## src/rtl/cpu_pkg.sv

```systemverilog
// Shared definitions for the pipelined CPU.
// Holds the IF-stage state encoding, next-PC select codes, the NOP word,
// the datapath width and a word-alignment helper.
package cpu_pkg;

  localparam int XLEN = 32;

  // Next-PC select codes driven by the decode stage.
  localparam logic [1:0] PCSRC_SEQ = 2'b00;
  localparam logic [1:0] PCSRC_BR  = 2'b01;
  localparam logic [1:0] PCSRC_JR  = 2'b10;
  localparam logic [1:0] PCSRC_J   = 2'b11;

  // sll $0,$0,0 encodes as all zeros.
  localparam logic [XLEN-1:0] NOP = 32'h0000_0000;

  typedef enum logic [1:0] {
    BOOT  = 2'b00,
    FETCH = 2'b01,
    HOLD  = 2'b10
  } if_state_t;

  // Force a byte address onto a word boundary.
  function automatic logic [XLEN-1:0] word_align(input logic [XLEN-1:0] addr);
    return {addr[XLEN-1:2], 2'b00};
  endfunction

endpackage

```

## src/rtl/pc_next_mux.sv

```systemverilog
// Next-PC selection for the fetch stage.
// Ports:
//   pc       in  32  current fetch PC
//   pcsource in  2   00 pc+4, 01 bpc, 10 rpc, 11 jpc
//   bpc      in  32  branch target
//   rpc      in  32  jr register target
//   jpc      in  32  j/jal target
//   pc4      out 32  pc+4 (modulo 2^32)
//   npc      out 32  selected target, word aligned
module pc_next_mux
  import cpu_pkg::*;
(
  input  logic [XLEN-1:0] pc,
  input  logic [1:0]      pcsource,
  input  logic [XLEN-1:0] bpc,
  input  logic [XLEN-1:0] rpc,
  input  logic [XLEN-1:0] jpc,
  output logic [XLEN-1:0] pc4,
  output logic [XLEN-1:0] npc
);

  logic [XLEN-1:0] target_s;

  // Sequential increment wraps naturally at 32 bits.
  assign pc4 = pc + 32'd4;

  // 4:1 target select.
  always_comb begin
    target_s = pc4;
    case (pcsource)
      PCSRC_SEQ: target_s = pc4;
      PCSRC_BR:  target_s = bpc;
      PCSRC_JR:  target_s = rpc;
      PCSRC_J:   target_s = jpc;
      default:   target_s = pc4;
    endcase
  end

  // Register and jump targets may carry stray low bits; drop them here.
  assign npc = word_align(target_s);

endmodule

```

## src/rtl/pipe_if_stage.sv

```systemverilog
// Instruction-fetch stage and IF/ID pipeline register.
// Issues word fetches over a req/ack handshake, buffers an instruction that
// arrives while decode is stalled, and inserts bubbles while memory waits.
// Ports:
//   clk, clrn            clock, async active-low reset
//   wpcir                1 = PC and IF/ID may update, 0 = hold
//   pcsource,bpc,rpc,jpc next-PC select and targets from decode
//   imem_req/addr        fetch request and word address (= pc)
//   imem_rdata/ack       fetched word and its one-cycle completion strobe
//   pc                   current fetch PC
//   dpc4,dinst,dvalid    IF/ID register contents
module pipe_if_stage
  import cpu_pkg::*;
#(
  parameter logic [31:0] RESET_PC = 32'h0000_0000,
  parameter logic [31:0] NOP_INST = 32'h0000_0000
) (
  input  logic        clk,
  input  logic        clrn,
  input  logic        wpcir,
  input  logic [1:0]  pcsource,
  input  logic [31:0] bpc,
  input  logic [31:0] rpc,
  input  logic [31:0] jpc,
  output logic        imem_req,
  output logic [31:0] imem_addr,
  input  logic [31:0] imem_rdata,
  input  logic        imem_ack,
  output logic [31:0] pc,
  output logic [31:0] dpc4,
  output logic [31:0] dinst,
  output logic        dvalid
);

  if_state_t   state_r;
  if_state_t   state_next_s;
  logic [31:0] pc_r;
  logic [31:0] dpc4_r;
  logic [31:0] dinst_r;
  logic        dvalid_r;
  logic [31:0] hold_r;
  logic [31:0] pc4_s;
  logic [31:0] npc_s;

  pc_next_mux u_pc_next_mux (
    .pc       (pc_r),
    .pcsource (pcsource),
    .bpc      (bpc),
    .rpc      (rpc),
    .jpc      (jpc),
    .pc4      (pc4_s),
    .npc      (npc_s)
  );

  // FSM state register.
  always_ff @(posedge clk or negedge clrn) begin
    if (!clrn) begin
      state_r <= BOOT;
    end else begin
      state_r <= state_next_s;
    end
  end

  // FSM next-state logic.
  always_comb begin
    state_next_s = state_r;
    case (state_r)
      BOOT: begin
        state_next_s = FETCH;
      end
      FETCH: begin
        if (imem_ack && !wpcir) begin
          state_next_s = HOLD;
        end else begin
          state_next_s = FETCH;
        end
      end
      HOLD: begin
        if (wpcir) begin
          state_next_s = FETCH;
        end else begin
          state_next_s = HOLD;
        end
      end
      default: begin
        state_next_s = BOOT;
      end
    endcase
  end

  // FSM outputs: a request is outstanding exactly while in FETCH.
  always_comb begin
    imem_req = 1'b0;
    case (state_r)
      FETCH:   imem_req = 1'b1;
      BOOT:    imem_req = 1'b0;
      HOLD:    imem_req = 1'b0;
      default: imem_req = 1'b0;
    endcase
  end

  // PC, IF/ID register and stall buffer. A late ack in BOOT/HOLD is ignored.
  always_ff @(posedge clk or negedge clrn) begin
    if (!clrn) begin
      pc_r     <= RESET_PC;
      dpc4_r   <= 32'h0000_0000;
      dinst_r  <= NOP_INST;
      dvalid_r <= 1'b0;
      hold_r   <= 32'h0000_0000;
    end else begin
      case (state_r)
        FETCH: begin
          if (imem_ack && wpcir) begin
            dinst_r  <= imem_rdata;
            dpc4_r   <= pc4_s;
            dvalid_r <= 1'b1;
            pc_r     <= npc_s;
          end else if (imem_ack) begin
            hold_r <= imem_rdata;
          end else if (wpcir) begin
            // Memory still busy: push a bubble, keep dpc4 as is.
            dinst_r  <= NOP_INST;
            dvalid_r <= 1'b0;
          end
        end
        HOLD: begin
          if (wpcir) begin
            dinst_r  <= hold_r;
            dpc4_r   <= pc4_s;
            dvalid_r <= 1'b1;
            pc_r     <= npc_s;
          end
        end
        default: begin
        end
      endcase
    end
  end

  assign imem_addr = pc_r;
  assign pc        = pc_r;
  assign dpc4      = dpc4_r;
  assign dinst     = dinst_r;
  assign dvalid    = dvalid_r;

endmodule

```

## config.mk

```make
export PLATFORM = sky130hd
export DESIGN_NAME = pipe_if_stage
export DESIGN_NICKNAME = d
export VERILOG_FILES = /design/src/rtl/cpu_pkg.sv /design/src/rtl/pc_next_mux.sv /design/src/rtl/pipe_if_stage.sv
export SDC_FILE = /design/constraint.sdc
export NUM_CORES = 1
export LEC_CHECK = 0
export CAP_MARGIN = 40
export CORE_ASPECT_RATIO = 1.1
export CORE_MARGIN = 3
export CORE_UTILIZATION = 46
export CTS_CLUSTER_SIZE = 28
export DETAILED_ROUTE_END_ITERATION = 12
export MAX_ROUTING_LAYER = met4
export PLACE_DENSITY = 0.86
export SLEW_MARGIN = 30
export SYNTH_ARGS = -nofsm -noshare
export SYNTH_HDL_FRONTEND = slang
export SYNTH_HIERARCHICAL = 1
export SYNTH_SLANG_ARGS = --single-unit
```

## constraint.sdc

```tcl
create_clock -name clk -period 2.5 [get_ports clk]
set_input_delay 0.5 -clock clk [delete_from_list [all_inputs] [get_ports clk]]
set_output_delay 0.5 -clock clk [all_outputs]
set_load 0.01 [all_outputs]
```

== Word level (Yosys, flattened, before mapping) ==
Index checks and enable logic that the tools add are counted.
Word-level totals
  bits in registers: 131
  input bits: 134
  output and inout bits: 130
  word-level logic and storage cells: 47
Operators by class
  add/sub/neg operators: 1
  equality and inequality tests: 9
  mux-type cells: 21
  bitwise gates (word level): 1
  reduce and logical (&&, ||, !) cells: 9
Operators by type and width (number)
  32-bit 2-to-1 mux: 8
  32-bit case mux with 2 select lines: 3
  32-bit case mux with 4 select lines: 1
  32-bit by 3-bit adder with 32-bit output, second input constant: 1
  2-bit == test, second input constant: 3
  3-bit inequality test, second input constant: 2
  2-bit case mux with 3 select lines: 1
  3-bit AND reduction: 2
  1-bit 2-to-1 mux: 5
  2-bit by 1-bit == test with 1-bit output, second input constant: 2
  2-bit logical NOT: 2
  2-bit 2-to-1 mux: 2
  2-bit inequality test, second input constant: 2
  4-bit AND reduction: 1
  1-bit logical AND: 2
  1-bit case mux with 2 select lines: 1
  2-bit nonzero test: 1
  1-bit logical NOT: 1
  1-bit NOT: 1

== Longest topological paths before layout ==
  depth after elaboration: 4
  depth in mapped cells: 7
  depth with buffers taken out: 7

== By module ==
The synthesis kept the hierarchy.
Modules (own cells, without submodules)
  pipe_if_stage: instances 1, cells each 435, area each 6079.6 µm²
  pc_next_mux: instances 1, cells each 144, area each 1410.1 µm²

== Worst setup path after synthesis ==
Ideal clock, no wire load.
  path kind: flip-flop to flip-flop
  start point: reg pc_r[8] (netlist: imem_addr[8])
  end point: reg pc_r[26] (netlist: imem_addr[26])
  setup time: 125 ps
  data arrival time: 2237 ps
  required time: 2375 ps
  setup slack: 137 ps
  stages on the path, launching flop included: 7
  path buffers: 0
  clock period less this slack: 2363 ps
  cells stage by stage: dfrtp_1 > nand3_2 > or4_4 > nor4_2 > xor2_1 > mux4_2 > mux2_4
Between the ends
  longest elaborated chain between the ends: 4
  elaborated cells on any way between the ends: 5
  those cells by class: add/sub: 1; mux: 4
RTL lines
  start, declared: RTL line pipe_if_stage.sv:37  | logic [31:0] pc_r;
  start signal, assigned: RTL line pipe_if_stage.sv:117  | pc_r <= npc_s;
  start signal, assigned: RTL line pipe_if_stage.sv:131  | pc_r <= npc_s;
  32-bit by 3-bit adder with 32-bit output (*): RTL line pc_next_mux.sv:25  | assign pc4 = pc + 32'd4;
  named net pc4_s[26]: RTL line pipe_if_stage.sv:42  | logic [31:0] pc4_s;
  32-bit case mux with 4 select lines (*): RTL line pc_next_mux.sv:30  | case (pcsource)
  named net npc_s[26]: RTL line pipe_if_stage.sv:43  | logic [31:0] npc_s;
  32-bit 2-to-1 mux (on tied branches): RTL line pipe_if_stage.sv:127, pipe_if_stage.sv:113
  32-bit case mux with 2 select lines (*): RTL line pipe_if_stage.sv:111  | case (state_r)
The timed path passes the listed nets; every way through them passes the cells marked *. The select of a mux whose other input is x is not followed.
A chain may end at the register's enable or synchronous reset.

== Worst setup path in the final report ==
  start point: reg pc_r[7] (netlist: imem_addr[7])
  end point: reg pc_r[26] (netlist: imem_addr[26])
Same word-level chain as after synthesis.

==> results.cfg <==
[worst_setup_path]
cp.arrival_ps = 2650
crit_path_start_kind = flip-flop
crit_required_ps = 2790
crit_fanout = 6
critical_path_buf_inv_count = 0
critPathTopFamily = simple AND/OR/NAND/NOR gates
critPathKind = reg2reg
critPathSlowestCell = dfrtp_1
crit_path_cell_trace = and4_1, nand2_1, nor4_2, xor2_1, mux4_2, mux2_4
endpoint_kind = flip-flop
slowest_delay_ps = 500

[yosys]
synth_area_sq_mm = 0.00749
netlist_top_cells_count = 131 x dfrtp_1, 60 x mux2_4, 41 x buf_4
post-synth-top-area-cell = dfrtp_1
async_reset_ff_share_pct = 100
ys_ff_latch = 131
synth_edf_count = 0
synth_seq_area_share_pct = 43.8
synth_top_area_share_pct = 43.8
synthCells = 579
ys_top_cells_by_area = dfrtp_1 44%, mux2_4 12%, mux4_2 8.7%
synthDistinctLibCells = 45
syn_area_per_cell_sq_um = 12.9
synth_warnings = 6
synth_ff_type = dfrtp_1
post-synth-top-count-cell = dfrtp_1

[drt]
routed_wl_um = 20700
first_iter_violations = 252
wl_per_cell_um = 20.0
drtAntennaViolNets = 0
vias = 5597
dr.pass1.iters = 4
drc_errors = 0
via_per_inst = 5.41

[clocking]
cts_root_buffer = clkbuf_16
clock_path_buffers = 2
cts_buffers = 17
cts_resized = 0
cts_max_level = 4
clk_pin_slew_ps = 60
clk_latency_ps = 410
post_cts_buffers = 0
ctsHoldBuffers = 0
clock_sinks = 131
cts_tree = built

[timing]
tns_ps = 0
fmax_mhz = 423
setup_viol = 0
slew_viol_final = 0
slew_headroom_pct = 56.0
period_share_pct = 94.6
rsz0062_at_grt = no
fin_crit_ps = 2370
worst_pin_slew_ps = 660
hold_viol_final = 0
fin_skew_ps = 8.69
hold_slack_ps = 60.7

[layout]
finalNonFillerCells = 1035
layout.nets = 956
nFillCells = 1096
syn_to_final_growth_pct = 44.7
drive_gt1_share_pct = 24.5

[global_routing]
use_met2_pct = 39.3
grt_busiest_layer = met2
met1_usage_pct = 29.0
overflow = 0
grt_pass1_vias = 6133
track_usage_pct = 24.0
grt_max_degree = 60
grt_pass1_wl_um = 32600
antenna_found_initial = 1
grt_use_met3_pct = 5.99

[power_and_ir_drop]
p_per_area_mw_per_mm2 = 1060
irDropWorstVdd_v = 0.000720
p_leak_nw = 4.74

[placement]
io_buffers = 257
dp_hpwl_um = 15000
place_congestion = 0.828
place_inst = 1002

[run_status]
status = finished clean

[floorplan]
die_w_um = 128
row_count = 48
io_pins = 264
core_area_sq_mm = 0.0159
dieArea_sq_mm = 0.0179
initial_core_util_pct = 47.2
die_y_um = 140

[job]
cap_violations = 0

[hold_path]
hp-class = in2async
[worst register-to-register path: cells and delay by family (launching register included)]
family	cells	cell delay (ps)
flops	1	500
simple gates	3	880
mux	2	750
xor+xnor	1	130
[cells in the final DEF (no fill, tap or decap), types with 2 or more instances in the layout]
master,n
a21oi_1,5
a31oi_1,33
and2_1,2
and3_1,3
and3b_1,32
and4_1,2
buf_12,7
buf_2,2
buf_4,32
bufinv_16,6
clkbuf_16,17
clkbuf_8,3
clkdlybuf4s50_1,254
clkinvlp_4,2
conb_1,2
dfrtp_1,131
inv_1,37
inv_6,2
mux2_1,3
mux2_2,33
mux2_4,60
mux2i_1,33
mux4_2,29
nand2_1,15
nand3_1,13
nand4_1,7
nor2_1,10
nor3_1,5
nor4_1,2
o21ai_0,3
xnor2_1,20
xor2_1,8
[routing by layer]
metal / up-vias / part of all wire [%] / routed length (um)
li1: 2526 / - / -
met1: 2778 / 39 / 8090
met2: 261 / 51 / 10600
met3: 32 / 7.4 / 1530
met4: 0 / 2.1 / 442
met5: - / 0 / 0
[area by class of cell]
| class | count | area, sq um | area share (%) |
|---|---|---|---|
| flip-flops and latches | 131 | 3280 | 30.2 |
| inverters | 37 | 139 | 1.28 |
| repair buffers | 296 | 2940 | 27.2 |
| well taps | 200 | 250 | 2.31 |
| clock buffers | 21 | 470 | 4.34 |
| multi-input cells | 338 | 3530 | 32.6 |
| diodes | 1 | 2.50 | 0.0231 |
| clock inverters | 11 | 221 | 2.04 |
[path summary, 6_finish.rpt]
| path | from | endpoint | slack [ps] | cells after the start |
|---|---|---|---|---|
| hold reg to reg | hold_r[5]$_DFFE_PN0P_ | hold_r[5]$_DFFE_PN0P_ | 480 | 1 |
| min in group clk | hold_r[5]$_DFFE_PN0P_ | hold_r[5]$_DFFE_PN0P_ | 480 | 1 |
| setup / recovery | imem_addr[7]$_DFFE_PN0P_ | imem_addr[26]$_DFFE_PN0P_ | 130 | 6 |
| setup reg to reg | imem_addr[7]$_DFFE_PN0P_ | imem_addr[26]$_DFFE_PN0P_ | 130 | 6 |
| hold / removal | clrn | dinst[9]$_DFFE_PN0P_ | 60 | 1 |
| max in group asynchronous | clrn | dpc4[9]$_DFFE_PN0P_ | 1810 | 2 |
[flip-flops by register name, summed over array words and instances, names as in the netlist]
signal and cells:
dinst 32, dpc4 32, hold_r 32, imem_addr 32, state_r 2, dvalid 1
[power breakdown]
group	switching (W)	total [W]	leakage [nW]	internal, W
Sequential	0.000634	0.00353	1.59	0.00290
Combinational	0.00195	0.00508	2.81	0.00313
Clock	0.000934	0.00289	0.331	0.00196
Total	0.00352	0.0115	4.74	0.00799
[per-stage QoR]
| step | util (%) | setup WS (ps) | instance area [sq um] | total power (W) |
|---|---|---|---|---|
| floorplan | - | 137 | 7490 | 0.00621 |
| global placement | 64.0 | 199 | 10100 | 0.00848 |
| detailed placement | 64.0 | 177 | 10100 | 0.00860 |
| CTS | 68.3 | 142 | 10800 | 0.0116 |
| global route | 68.4 | 22.0 | 10800 | 0.0121 |
| finish | 68.4 | 135 | 10800 | 0.0115 |
[kinds of logic (layout without fill, tap and decap cells)]
| logic type | Yosys count | after routing | synth area share [%] |
|---|---|---|---|
| compound gates | 46 | 46 | 3.94 |
| xor+xnor | 28 | 28 | 3.27 |
| simple gates | 103 | 103 | 9.07 |
| fa+ha+maj | 1 | 1 | 0.167 |
| other cells | 1 | 3 | 0.0501 |
| mux | 158 | 158 | 30.6 |
| buf+inv | 111 | 365 | 9.15 |
| flops | 131 | 131 | 43.8 |
Note: power is estimated with default switching activity, not from simulation.
